## config.mk

```make
export PLATFORM = sky130hd
export DESIGN_NAME = csr_periph_bundle
export DESIGN_NICKNAME = d
export VERILOG_FILES = /design/src/rtl/csr_periph_bundle.sv
export SDC_FILE = /design/constraint.sdc
export NUM_CORES = 1
export LEC_CHECK = 0
export ABC_AREA = 1
export ABC_CLOCK_PERIOD_IN_PS = 9080
export BUFFER_PORTS_ARGS = -buffer_cell sky130_fd_sc_hd__buf_2
export CAP_MARGIN = 20
export CORE_AREA = 10 10 217 219
export CTS_BUF_LIST = sky130_fd_sc_hd__clkbuf_8
export CTS_CLUSTER_SIZE = 16
export DETAILED_ROUTE_END_ITERATION = 10
export DIE_AREA = 0 0 227 229
export PLACE_DENSITY = 0.72
export RECOVER_POWER = 100
export SLEW_MARGIN = 20
export SYNTH_ARGS = -nofsm -noshare
export SYNTH_HDL_FRONTEND = slang
export SYNTH_SLANG_ARGS = --single-unit
export TNS_END_PERCENT = 10
```

## constraint.sdc

```tcl
create_clock -name clk -period 9.08 [get_ports clk]
set_clock_uncertainty 0.05 [all_clocks]
set_input_delay 2.27 -clock clk [delete_from_list [all_inputs] [get_ports clk]]
set_output_delay 2.27 -clock clk [all_outputs]
set_load 0.02 [all_outputs]
```

## src/rtl/csr_periph_bundle.sv

```systemverilog
// CSR-mapped peripheral bundle: 64-bit cycle/instret counters, software output pins
// and a relative-deadline timer, all served over the pipeline CSR bus with 1-cycle read latency.
module csr_periph_bundle #(
    parameter logic [11:0]           PINS_ADDR   = 12'hBC1,
    parameter int                    PINS_COUNT  = 1,
    parameter logic [PINS_COUNT-1:0] PINS_RESET  = '0,
    parameter logic [11:0]           TIMER_ADDR  = 12'hBC2,
    parameter int                    TIMER_WIDTH = 32
) (
    input  logic                  clk,
    input  logic                  rst,
    input  logic                  retired,
    input  logic                  read,
    input  logic [2:0]            modify,
    input  logic [31:0]           wdata,
    input  logic [11:0]           addr,
    output logic [31:0]           rdata,
    output logic                  valid,
    output logic [PINS_COUNT-1:0] pins,
    output logic                  irq_timer
);

    localparam logic [11:0] ADDR_MCYCLE    = 12'hB00;
    localparam logic [11:0] ADDR_MCYCLEH   = 12'hB80;
    localparam logic [11:0] ADDR_MINSTRET  = 12'hB02;
    localparam logic [11:0] ADDR_MINSTRETH = 12'hB82;
    localparam logic [11:0] ADDR_CYCLE     = 12'hC00;
    localparam logic [11:0] ADDR_CYCLEH    = 12'hC80;
    localparam logic [11:0] ADDR_TIME      = 12'hC01;
    localparam logic [11:0] ADDR_TIMEH     = 12'hC81;
    localparam logic [11:0] ADDR_INSTRET   = 12'hC02;
    localparam logic [11:0] ADDR_INSTRETH  = 12'hC82;

    localparam logic [2:0] OP_WRITE = 3'd1;
    localparam logic [2:0] OP_SET   = 3'd2;
    localparam logic [2:0] OP_CLEAR = 3'd3;

    localparam logic [TIMER_WIDTH-1:0] T_ONE = {{(TIMER_WIDTH-1){1'b0}}, 1'b1};

    logic [63:0]            cycle_cnt;
    logic [63:0]            instret_cnt;
    logic [TIMER_WIDTH-1:0] now;
    logic [TIMER_WIDTH-1:0] deadline;
    logic                   armed;

    logic [TIMER_WIDTH-1:0] remaining;
    logic [TIMER_WIDTH-1:0] overdue;
    logic [31:0]            pins_ext;
    logic [31:0]            timer_ext;
    logic [31:0]            csr_value;
    logic [31:0]            new_val;
    logic                   owned;
    logic                   wr_en;

    logic wr_mcycle_lo;
    logic wr_mcycle_hi;
    logic wr_minstret_lo;
    logic wr_minstret_hi;
    logic wr_pins;
    logic wr_timer;

    // Comparing against now-1 gives the documented k+2 cycle irq latency for a write of k.
    always_comb begin
        remaining = deadline - now;
        overdue   = now - deadline - T_ONE;
    end

    always_comb begin
        pins_ext                   = '0;
        pins_ext[PINS_COUNT-1:0]   = pins;
        timer_ext                  = '0;
        timer_ext[TIMER_WIDTH-1:0] = remaining;
    end

    always_comb begin
        csr_value = '0;
        owned     = 1'b0;
        case (addr)
            ADDR_MCYCLE, ADDR_CYCLE, ADDR_TIME: begin
                csr_value = cycle_cnt[31:0];
                owned     = 1'b1;
            end
            ADDR_MCYCLEH, ADDR_CYCLEH, ADDR_TIMEH: begin
                csr_value = cycle_cnt[63:32];
                owned     = 1'b1;
            end
            ADDR_MINSTRET, ADDR_INSTRET: begin
                csr_value = instret_cnt[31:0];
                owned     = 1'b1;
            end
            ADDR_MINSTRETH, ADDR_INSTRETH: begin
                csr_value = instret_cnt[63:32];
                owned     = 1'b1;
            end
            PINS_ADDR: begin
                csr_value = pins_ext;
                owned     = 1'b1;
            end
            TIMER_ADDR: begin
                csr_value = timer_ext;
                owned     = 1'b1;
            end
            default: begin
                csr_value = '0;
                owned     = 1'b0;
            end
        endcase
    end

    // Set/clear operate on the current visible value, so for the timer they act on remaining.
    always_comb begin
        new_val = wdata;
        wr_en   = 1'b0;
        case (modify)
            OP_WRITE: begin
                new_val = wdata;
                wr_en   = 1'b1;
            end
            OP_SET: begin
                new_val = csr_value | wdata;
                wr_en   = 1'b1;
            end
            OP_CLEAR: begin
                new_val = csr_value & ~wdata;
                wr_en   = 1'b1;
            end
            default: begin
                new_val = wdata;
                wr_en   = 1'b0;
            end
        endcase
    end

    always_comb begin
        wr_mcycle_lo   = wr_en && (addr == ADDR_MCYCLE);
        wr_mcycle_hi   = wr_en && (addr == ADDR_MCYCLEH);
        wr_minstret_lo = wr_en && (addr == ADDR_MINSTRET);
        wr_minstret_hi = wr_en && (addr == ADDR_MINSTRETH);
        wr_pins        = wr_en && (addr == PINS_ADDR);
        wr_timer       = wr_en && (addr == TIMER_ADDR);
    end

    always_ff @(posedge clk) begin
        if (rst) begin
            rdata <= '0;
            valid <= 1'b0;
        end else begin
            rdata <= (read && owned) ? csr_value : '0;
            valid <= read && owned;
        end
    end

    // A half-write replaces that half and skips this cycle's increment; no carry either way.
    always_ff @(posedge clk) begin
        if (rst) begin
            cycle_cnt   <= '0;
            instret_cnt <= '0;
        end else begin
            if (wr_mcycle_lo) begin
                cycle_cnt[31:0] <= new_val;
            end else if (wr_mcycle_hi) begin
                cycle_cnt[63:32] <= new_val;
            end else begin
                cycle_cnt <= cycle_cnt + 64'd1;
            end

            if (wr_minstret_lo) begin
                instret_cnt[31:0] <= new_val;
            end else if (wr_minstret_hi) begin
                instret_cnt[63:32] <= new_val;
            end else begin
                instret_cnt <= instret_cnt + {63'd0, retired};
            end
        end
    end

    always_ff @(posedge clk) begin
        if (rst) begin
            pins <= PINS_RESET;
        end else if (wr_pins) begin
            pins <= new_val[PINS_COUNT-1:0];
        end
    end

    always_ff @(posedge clk) begin
        if (rst) begin
            now       <= '0;
            deadline  <= '0;
            armed     <= 1'b0;
            irq_timer <= 1'b0;
        end else begin
            now       <= now + T_ONE;
            irq_timer <= armed && !overdue[TIMER_WIDTH-1];
            if (wr_timer) begin
                deadline <= now + new_val[TIMER_WIDTH-1:0];
                armed    <= 1'b1;
            end
        end
    end

endmodule

```

# == After elaboration in Yosys (flattened, before gate mapping) ==
# Index checks and enable logic that the tools add are counted.
# totals
ff_bits,228
latch_bits,0
ram_bits,0
mem_bits_ro,0
in_bits,51
out_inout_bits,35
word_cells,65
mem_count,0
# op_classes
addsub,7
n_mul,0
n_div,0
n_lt_le_gt_ge,0
n_eq_ne,17
shift,0
muxes,10
n_bitwise,4
reduce_logical,16
# op_table
cell,n
$mux 32,6
$pmux 32 s6,1
$eq 12x12->1 const B,12
$add 64x1->64,1
$add 64x1->64 const B,1
$pmux 32 s2,1
$sub 32x32->32,2
$add 32x1->32 const B,1
$add 32x32->32,1
$and 32x32->32,1
$not 32->32,1
$or 32x32->32,1
$sub 32x1->32 const B,1
$reduce_or 12->1,1
$reduce_or 3->1,3
$logic_and 1x1->1,8
$eq 3x2->1 const B,2
$reduce_or 2->1,3
$ne 2x2->1 const B,2
$eq 3x1->1 const B,1
$mux 1,2
$logic_not 1->1,1
$not 1->1,1

# == Logic depth before layout (Yosys ltp) ==
# Gate-level depths: netlist of the first run.
# depth
depth_word,6
ltp_mapped,34

# == Worst setup path after synthesis of the first run ==
# No wires, ideal clock.
# synth_timing
kind,input -> register
start,input addr[5]
end,register deadline[20]
setup_ps,109
t_arrival_ps,5200
path_slack_ps,3720
stages,23
n_path_buf,1
path_cell_list,nor2_1 -> nand3_1 -> nor2_1 -> nand2_1 -> nand2_2 -> inv_2 -> buf_2 -> o22ai_1 -> or2_2 -> nand2_1 -> nand2_1 -> fa_1 -> nand3_1 -> nand2_1 -> a21oi_1 -> o21ai_1 -> a21boi_0 -> o21ai_1 -> nand2_1 -> a21o_1 -> nand3_1 -> nand2_1 -> inv_1
# synth_between
elab_chain_len,6
elab_cells_between_ends,22
classes_between,add/sub (1); eq/ne (12); mux (2); bitwise (2); reduce/logical (5)
# synth_lines
item,line_no,source
from (decl),16,"input logic [11:0] addr,"
$eq 12x12->1,78,case (addr)
$reduce_or 3->1 or $reduce_or 2->1 (tied branches),78,
$pmux 32 s6,78,
$and 32x32->32 or $or 32x32->32 (tied branches),"124, 120",
$pmux 32 s2,114,case (modify)
$add 32x32->32,195,deadline <= now + new_val[TIMER_WIDTH-1:0];
to (signal assigned),195,
to (decl),43,logic [TIMER_WIDTH-1:0] deadline;
# Several ways; a longest one is shown, not always the timed one.
# A chain may end at the register's enable or synchronous reset.

# == Final worst setup path of the first run ==
# layout_timing
start,input rst
end,register rdata[21]
# layout_between
elab_chain_len,1
# layout_lines
item,line_no,source
from (decl),11,"input logic rst,"
$reduce_or 2->1 (no source line),--,
to (signal assigned),148,rdata <= (read && owned) ? csr_value : '0;
to (decl),17,"output logic [31:0] rdata,"
# No other way between the ends.

==> results of run 1 <==
placed cells by master, fill, tap and decap left out, types with 12 or more instances in the layout:
master    instances
nand2_1         700
a21oi_1         296
nor2_2           14
nand4_1          73
a211oi_1         18
o22ai_1          18
ha_1             96
nand3_1         208
clkbuf_1         40
buf_2            48
nor3_1          102
o21bai_1         12
buf_4            15
dfxtp_1         228
inv_1           415
xor2_1           90
a31oi_1          25
clkbuf_8         59
o21ai_0         236
or2_2            19
xnor2_1          15
nor2_1          319
a21o_1           14
nor4_1           20
area by class of cell:
cell class                 instances  area (um^2)
sequential                       228         4560
clock buffer                      59          812
antenna                            1         2.50
inverter                         404         1520
fill                            4674        22000
timing repair buffer             103          503
clock inverter                    27          201
tap                              546          683
multi-input combinational       2376        12400
critical path: cells and delay by family:
| family | cells | cell delay [ps] |
|---|---|---|
| buf+inv | 3 | 4340 |
| simple gates | 1 | 700 |
| compound gates | 1 | 490 |
registers in the layout, indices dropped and copies added (netlist names):
signal / cells
armed: 1
cycle_cnt: 64
deadline: 32
instret_cnt: 64
irq_timer: 1
now: 32
pins: 1
rdata: 32
valid: 1
kinds of logic after synthesis:
logic type | count (synthesis)
compound gates | 656
fa+ha+maj | 98
simple gates | 1517
xor+xnor | 105
flops | 228
buf+inv | 503
worst max path at each step:
stage | cells past startpoint | startpoint | slack (ps) | to
6_report | 5 | rst | 1560 | rdata[21]
5_1_grt | 5 | rst | 1420 | rdata[21]
4_1_cts | 24 | addr[8] | 2280 | deadline[20]
3_5_place_dp | 24 | addr[8] | 1610 | deadline[20]
3_3_place_gp | 24 | addr[8] | 1630 | deadline[20]
2_1_floorplan | 23 | addr[5] | 3720 | deadline[20]
layer usage:
layer | global-route usage, % | vias to the layer above | wire, um
li1 | - | 10400 | -
met1 | 46.2 | 9936 | 37300
met2 | 42.6 | 1394 | 33200
met3 | 7.73 | 186 | 10700
met4 | 14.6 | 0 | 4130
met5 | 0 | - | 0
power by group:
group | switching (mW) | leakage [nW] | internal (mW) | total, mW
Clock | 0.534 | 0.572 | 0.670 | 1.20
Sequential | 0.00515 | 1.84 | 1.00 | 1.01
Combinational | 0.144 | 6.43 | 0.0543 | 0.199
Total | 0.684 | 8.84 | 1.73 | 2.41
==> impl_metrics.ini, run 1 <==
[outcome]
status = complete, but fails checks
violations = capacitance limit, slew limit

[placed_design]
pre_cts_ws_ps = 1610
placed_area_um2 = 19800
gp_congestion = 1.05
dpl.cell_count = 3657
port_buffers = 85
dp_hpwl_mm = 66.1

[yosys]
yosys_warnings = 0
synthSimpleGateAreaFrac_pct = 35.6
syn_inst = 3107
synthAdderAreaFrac_pct = 6.56
synth-seq-cells = 228
synth_edf_count = 0
yosysTopAreaCell = dfxtp_1
synthTopCellsByArea = dfxtp_1 (24%), nand2_1 (14%), inv_1 (7.9%)
synthTopCellsByCount = nand2_1 (701), inv_1 (398), nor2_1 (321)
yosys.cell_count.top_type = nand2_1
synth_compound_area_share_pct = 18.8
ys.flop_type = dfxtp_1
syn_avg_cell_area_um2 = 6.09
synthArstFlopShare_pct = 0
synth_top_area_share_pct = 24.1
ys_seq_area_share_pct = 24.1
syn_nets = 3256
synth_xor_area_share_pct = 4.86
ys_types = 56
synthMuxAreaShare_pct = 0
synth_top_family_by_area = simple AND/OR/NAND/NOR gates
synthesis.area_um2 = 18900

[worst_setup_path]
cp.arrival_ps = 7830
critPathMaxFanout = 47
cpMostUsedCell = clkbuf_1
critPathKind = in -> reg
rr_worst_depth = 28
crit_required_ps = 9390
critPathLaunchType = primary input
crit_path_end_kind = flop
critPathSlowestCell = clkbuf_1
crit_chain = clkbuf_1 > inv_1 > nand3_1 > clkbuf_1 > a21oi_1
rr_startpoint = now[0]
ff2ff_setup_slack_ps = 3920
r2r_end = deadline[27]
critPathMaxStageDelay_ps = 1490

[clocking]
cts_resized = 0
clock_sinks = 228
clock_latency_ps = 660
clockBufferDepth = 3
cts-buffers-inserted = 46
hold_buffers = 0
cts_setup_buffers = 0
htree_levels = 2
clk_pin_slew_ps = 60
cts_root_buf = clkbuf_8
cts_tree = built

[finish]
final_core_util_pct = 48.5
synthToLayoutAreaGrowth_pct = 9.57
final_nets = 3308
drive_above_1_share_pct = 6.66
stdcell_count = 3744
stdcell_area_um2 = 20700

[floorplan]
core_area_um2 = 42700
ios = 86
die_w_um = 227
die_h_um = 229
rows = 76
dieArea_um2 = 52000
start_util_pct = 44.3

[power]
cellLeakagePower_nw = 8.84
total_power_mw = 2.41
peakVddDrop_mv = 0.0857
powerDensity_nw_per_um2 = 116

[detailed_routing]
drt-vias-per-instance = 5.85
routed_wl_mm = 85.3
first_iter_violations = 3117
drc = 0
ant_nets = 0
firstDrtPassIters = 6
post_drt_wl_per_cell_um = 22.8
vias = 21900

[grt]
grt_overflow = 0
grt_use_total_pct = 31.7
grt_pass1_wl_mm = 125
antenna_found_initial = 1
grt_pass1_vias = 19200
grt_max_degree = 88

[hold_path]
hold_depth = 2
hold_path.startpoint = armed
hold_class = reg -> reg
worstHoldEndpoint = irq_timer

[sta]
period_share_pct = 82.9
min_period_ps = 7520
worst_slew_pin_slew_ps = 3950
worst_hold_slack_ps = 397
timing.fmax_ghz = 0.133
rsz0062_at_grt = false
hold_violations = 0
setup_viol = 0
relSlewSlack_pct = -163
setup_ws_ps = 1560
tns_ps = 0
slew_viol_final = 230

[run]
max-cap-violations = 5
Power figures use the tool's default switching activity.
==> inputs of run 2 (changes only) <==
--- a/config.mk
+++ b/config.mk
@@ -5,16 +5,16 @@
 export SDC_FILE = /design/constraint.sdc
 export NUM_CORES = 1
 export LEC_CHECK = 0
-export ABC_AREA = 1
-export ABC_CLOCK_PERIOD_IN_PS = 9080
+export ABC_AREA = 0
+export ABC_CLOCK_PERIOD_IN_PS = 6300
 export BUFFER_PORTS_ARGS = -buffer_cell sky130_fd_sc_hd__buf_2
 export CAP_MARGIN = 20
-export CORE_AREA = 10 10 217 219
+export CORE_AREA = 10 10 204 206
 export CTS_BUF_LIST = sky130_fd_sc_hd__clkbuf_8
 export CTS_CLUSTER_SIZE = 16
 export DETAILED_ROUTE_END_ITERATION = 10
-export DIE_AREA = 0 0 227 229
-export PLACE_DENSITY = 0.72
+export DIE_AREA = 0 0 214 216
+export PLACE_DENSITY = 0.74
 export RECOVER_POWER = 100
 export SLEW_MARGIN = 20
 export SYNTH_ARGS = -nofsm -noshare
==> constraint.sdc (replaced) <==
create_clock -name clk -period 6.3 [get_ports clk]
set_clock_uncertainty 0.05 [all_clocks]
set_input_delay 1.575 -clock clk [delete_from_list [all_inputs] [get_ports clk]]
set_output_delay 1.575 -clock clk [all_outputs]
set_load 0.02 [all_outputs]
==> impl_metrics.ini, run 2 <==
[outcome]
status = complete, but fails checks
violations = capacitance limit, slew limit

[clocking]
clock_latency_ps = 620
htree_levels = 2
clock_sinks = 228
cts_resized = 0
clk_pin_slew_ps = 60
hold_buffers = 0
cts_tree = built
cts_root_buf = clkbuf_8
clockBufferDepth = 3
cts-buffers-inserted = 44
cts_setup_buffers = 0

[finish]
seq_area_um2 = 4560
drive_above_1_share_pct = 9.77
synthToLayoutAreaGrowth_pct = 12.2
final_cell_mix = nand2_1 (287), nor2_1 (271), dfxtp_1 (228), a21oi_1 (205), inv_1 (118)
stdcell_count = 2937
final_core_util_pct = 49.8
final_common_cell = nand2_1
stdcell_area_um2 = 18600
multi_input_area_um2 = 11200
top_regs = cycle_cnt: 64 flops, instret_cnt: 64 flops
final_nets = 2542
fillerInstances = 3690

[yosys]
syn_nets = 2448
synthArstFlopShare_pct = 0
synthAdderAreaFrac_pct = 7.47
synth_top_family_by_area = compound AO/OA/AOI/OAI gates
synth_xor_area_share_pct = 5.42
synth-seq-cells = 228
syn_avg_cell_area_um2 = 7.23
ys_types = 96
synthMuxAreaShare_pct = 0.316
ys_seq_area_share_pct = 27.5
syn_inst = 2299
synthesis.area_um2 = 16600
ys.flop_type = dfxtp_1
synth_compound_area_share_pct = 27.5
synthTopCellsByArea = dfxtp_1 (27%), ha_1 (7.2%), nand2_1 (6.5%)
yosys_warnings = 0
synthSimpleGateAreaFrac_pct = 26.3
synthTopCellsByCount = nand2_1 (287), nor2_1 (271), dfxtp_1 (228)
yosysTopAreaCell = dfxtp_1
synth_top_area_share_pct = 27.5
yosys.cell_count.top_type = nand2_1
synth_edf_count = 0

[placed_design]
dpl.cell_count = 2858
pre_cts_ws_ps = -198
placed_area_um2 = 17900
gp_congestion = 0.954
port_buffers = 85
dp_hpwl_mm = 44.7

[floorplan]
die_w_um = 214
core_area_um2 = 37400
dieArea_um2 = 46200
die_h_um = 216
rows = 71
ios = 86
start_util_pct = 44.4

[worst_setup_path]
crit_required_ps = 6760
critPathLaunchType = primary input
critPathKind = in -> reg
cp.arrival_ps = 6430
critPathMaxFanout = 8
crit_path_end_kind = flop

[sta]
setup_viol = 0
min_period_ps = 5970
worst_slew_pin_slew_ps = 4110
tns_ps = 0
slew_viol_final = 170
hold_violations = 0
period_share_pct = 94.8
setup_ws_ps = 328
relSlewSlack_pct = -174
timing.fmax_ghz = 0.167

[grt]
grt_use_total_pct = 24.8
grt_pass1_wl_mm = 93.9
grt_overflow = 0
grt_max_degree = 111
grt_pass1_vias = 17200
antenna_found_initial = 1

[run]
max-cap-violations = 3

[power]
cellLeakagePower_nw = 7.02
peakVddDrop_mv = 0.138
powerDensity_nw_per_um2 = 174

[detailed_routing]
vias = 18200
ant_nets = 0
routed_wl_mm = 60.6
first_iter_violations = 2209
firstDrtPassIters = 6
drc = 0
post_drt_wl_per_cell_um = 20.6
drt-vias-per-instance = 6.21

[hold_path]
hold_class = reg -> reg
## run 2: cell types whose count changed in the layout (fill, tap and decap cells not counted), sizes merged, moves of 55 or more
| cell | previous run | this run |
|---|---|---|
| xor2 | 90 | 32 |
| inv | 421 | 124 |
| xnor2 | 15 | 70 |
| nand3 | 217 | 113 |
| nor2 | 338 | 275 |
| o21ai | 238 | 149 |
| nand2 | 709 | 288 |
| a21oi | 298 | 212 |
## run 2: final timing paths
check,start,endpoint,slack (ps),depth (start not counted)
worst max-delay path,addr[10],deadline[30],330,22
worst min-delay path,deadline[0],deadline[0],410,2
worst max register to register,now[2],deadline[31],520,23
worst min register to register,deadline[0],deadline[0],410,2
## run 2: stage by stage
| stage | power (mW) | hold WS, ps |
|---|---|---|
| 2_1_floorplan | 1.67 | 382 |
| 3_3_place_gp | 1.78 | 396 |
| 3_5_place_dp | 1.79 | 407 |
| 4_1_cts | 3.26 | 415 |
| 5_1_grt | 3.35 | 440 |
| 6_report | 3.25 | 412 |
## run 2: worst max-delay path: stages
cell,delay [ps]
clkbuf_1,120
and3b_1,270
a21oi_1,280
nor3_1,90
buf_4,180
a222oi_1,430
o2111ai_1,190
a311oi_1,380
o31a_1,250
inv_1,60
ha_1,370
a21oi_1,90
nor2b_1,180
and3b_1,230
o31ai_2,330
a41oi_1,250
o31ai_2,350
nor4_1,90
nor3_2,230
a31oi_1,120
xor2_1,150
o31ai_1,200
## run 2: area by class of cell
class                      count  area share [%]
antenna                        1          0.0134
timing repair buffer         176            5.48
clock buffer                  52            3.84
multi-input combinational   1835            59.8
clock inverter                26           0.745
sequential                   228            24.5
inverter                     108            2.17
tap                          511            3.43
## run 2: cells by family (layout without fill, tap and decap cells)
group           count (synthesis)  after routing
xor+xnor                      102            102
mux                             5              5
buf+inv                       236            362
simple gates                  940            940
other cells                     0              1
compound gates                690            690
flops                         228            228
fa+ha+maj                      98             98
## run 2: metal layers
layer,GRT usage (%),part of all wire (%)
met1,31.3,42
met2,39.7,45
met3,4.64,8.5
met4,12.9,4.8
met5,0,0
## run 2: report_power, final
group | internal, mW | switching (mW)
Sequential | 1.45 | 0.00765
Combinational | 0.113 | 0.196
Clock | 0.789 | 0.698
Total | 2.35 | 0.902
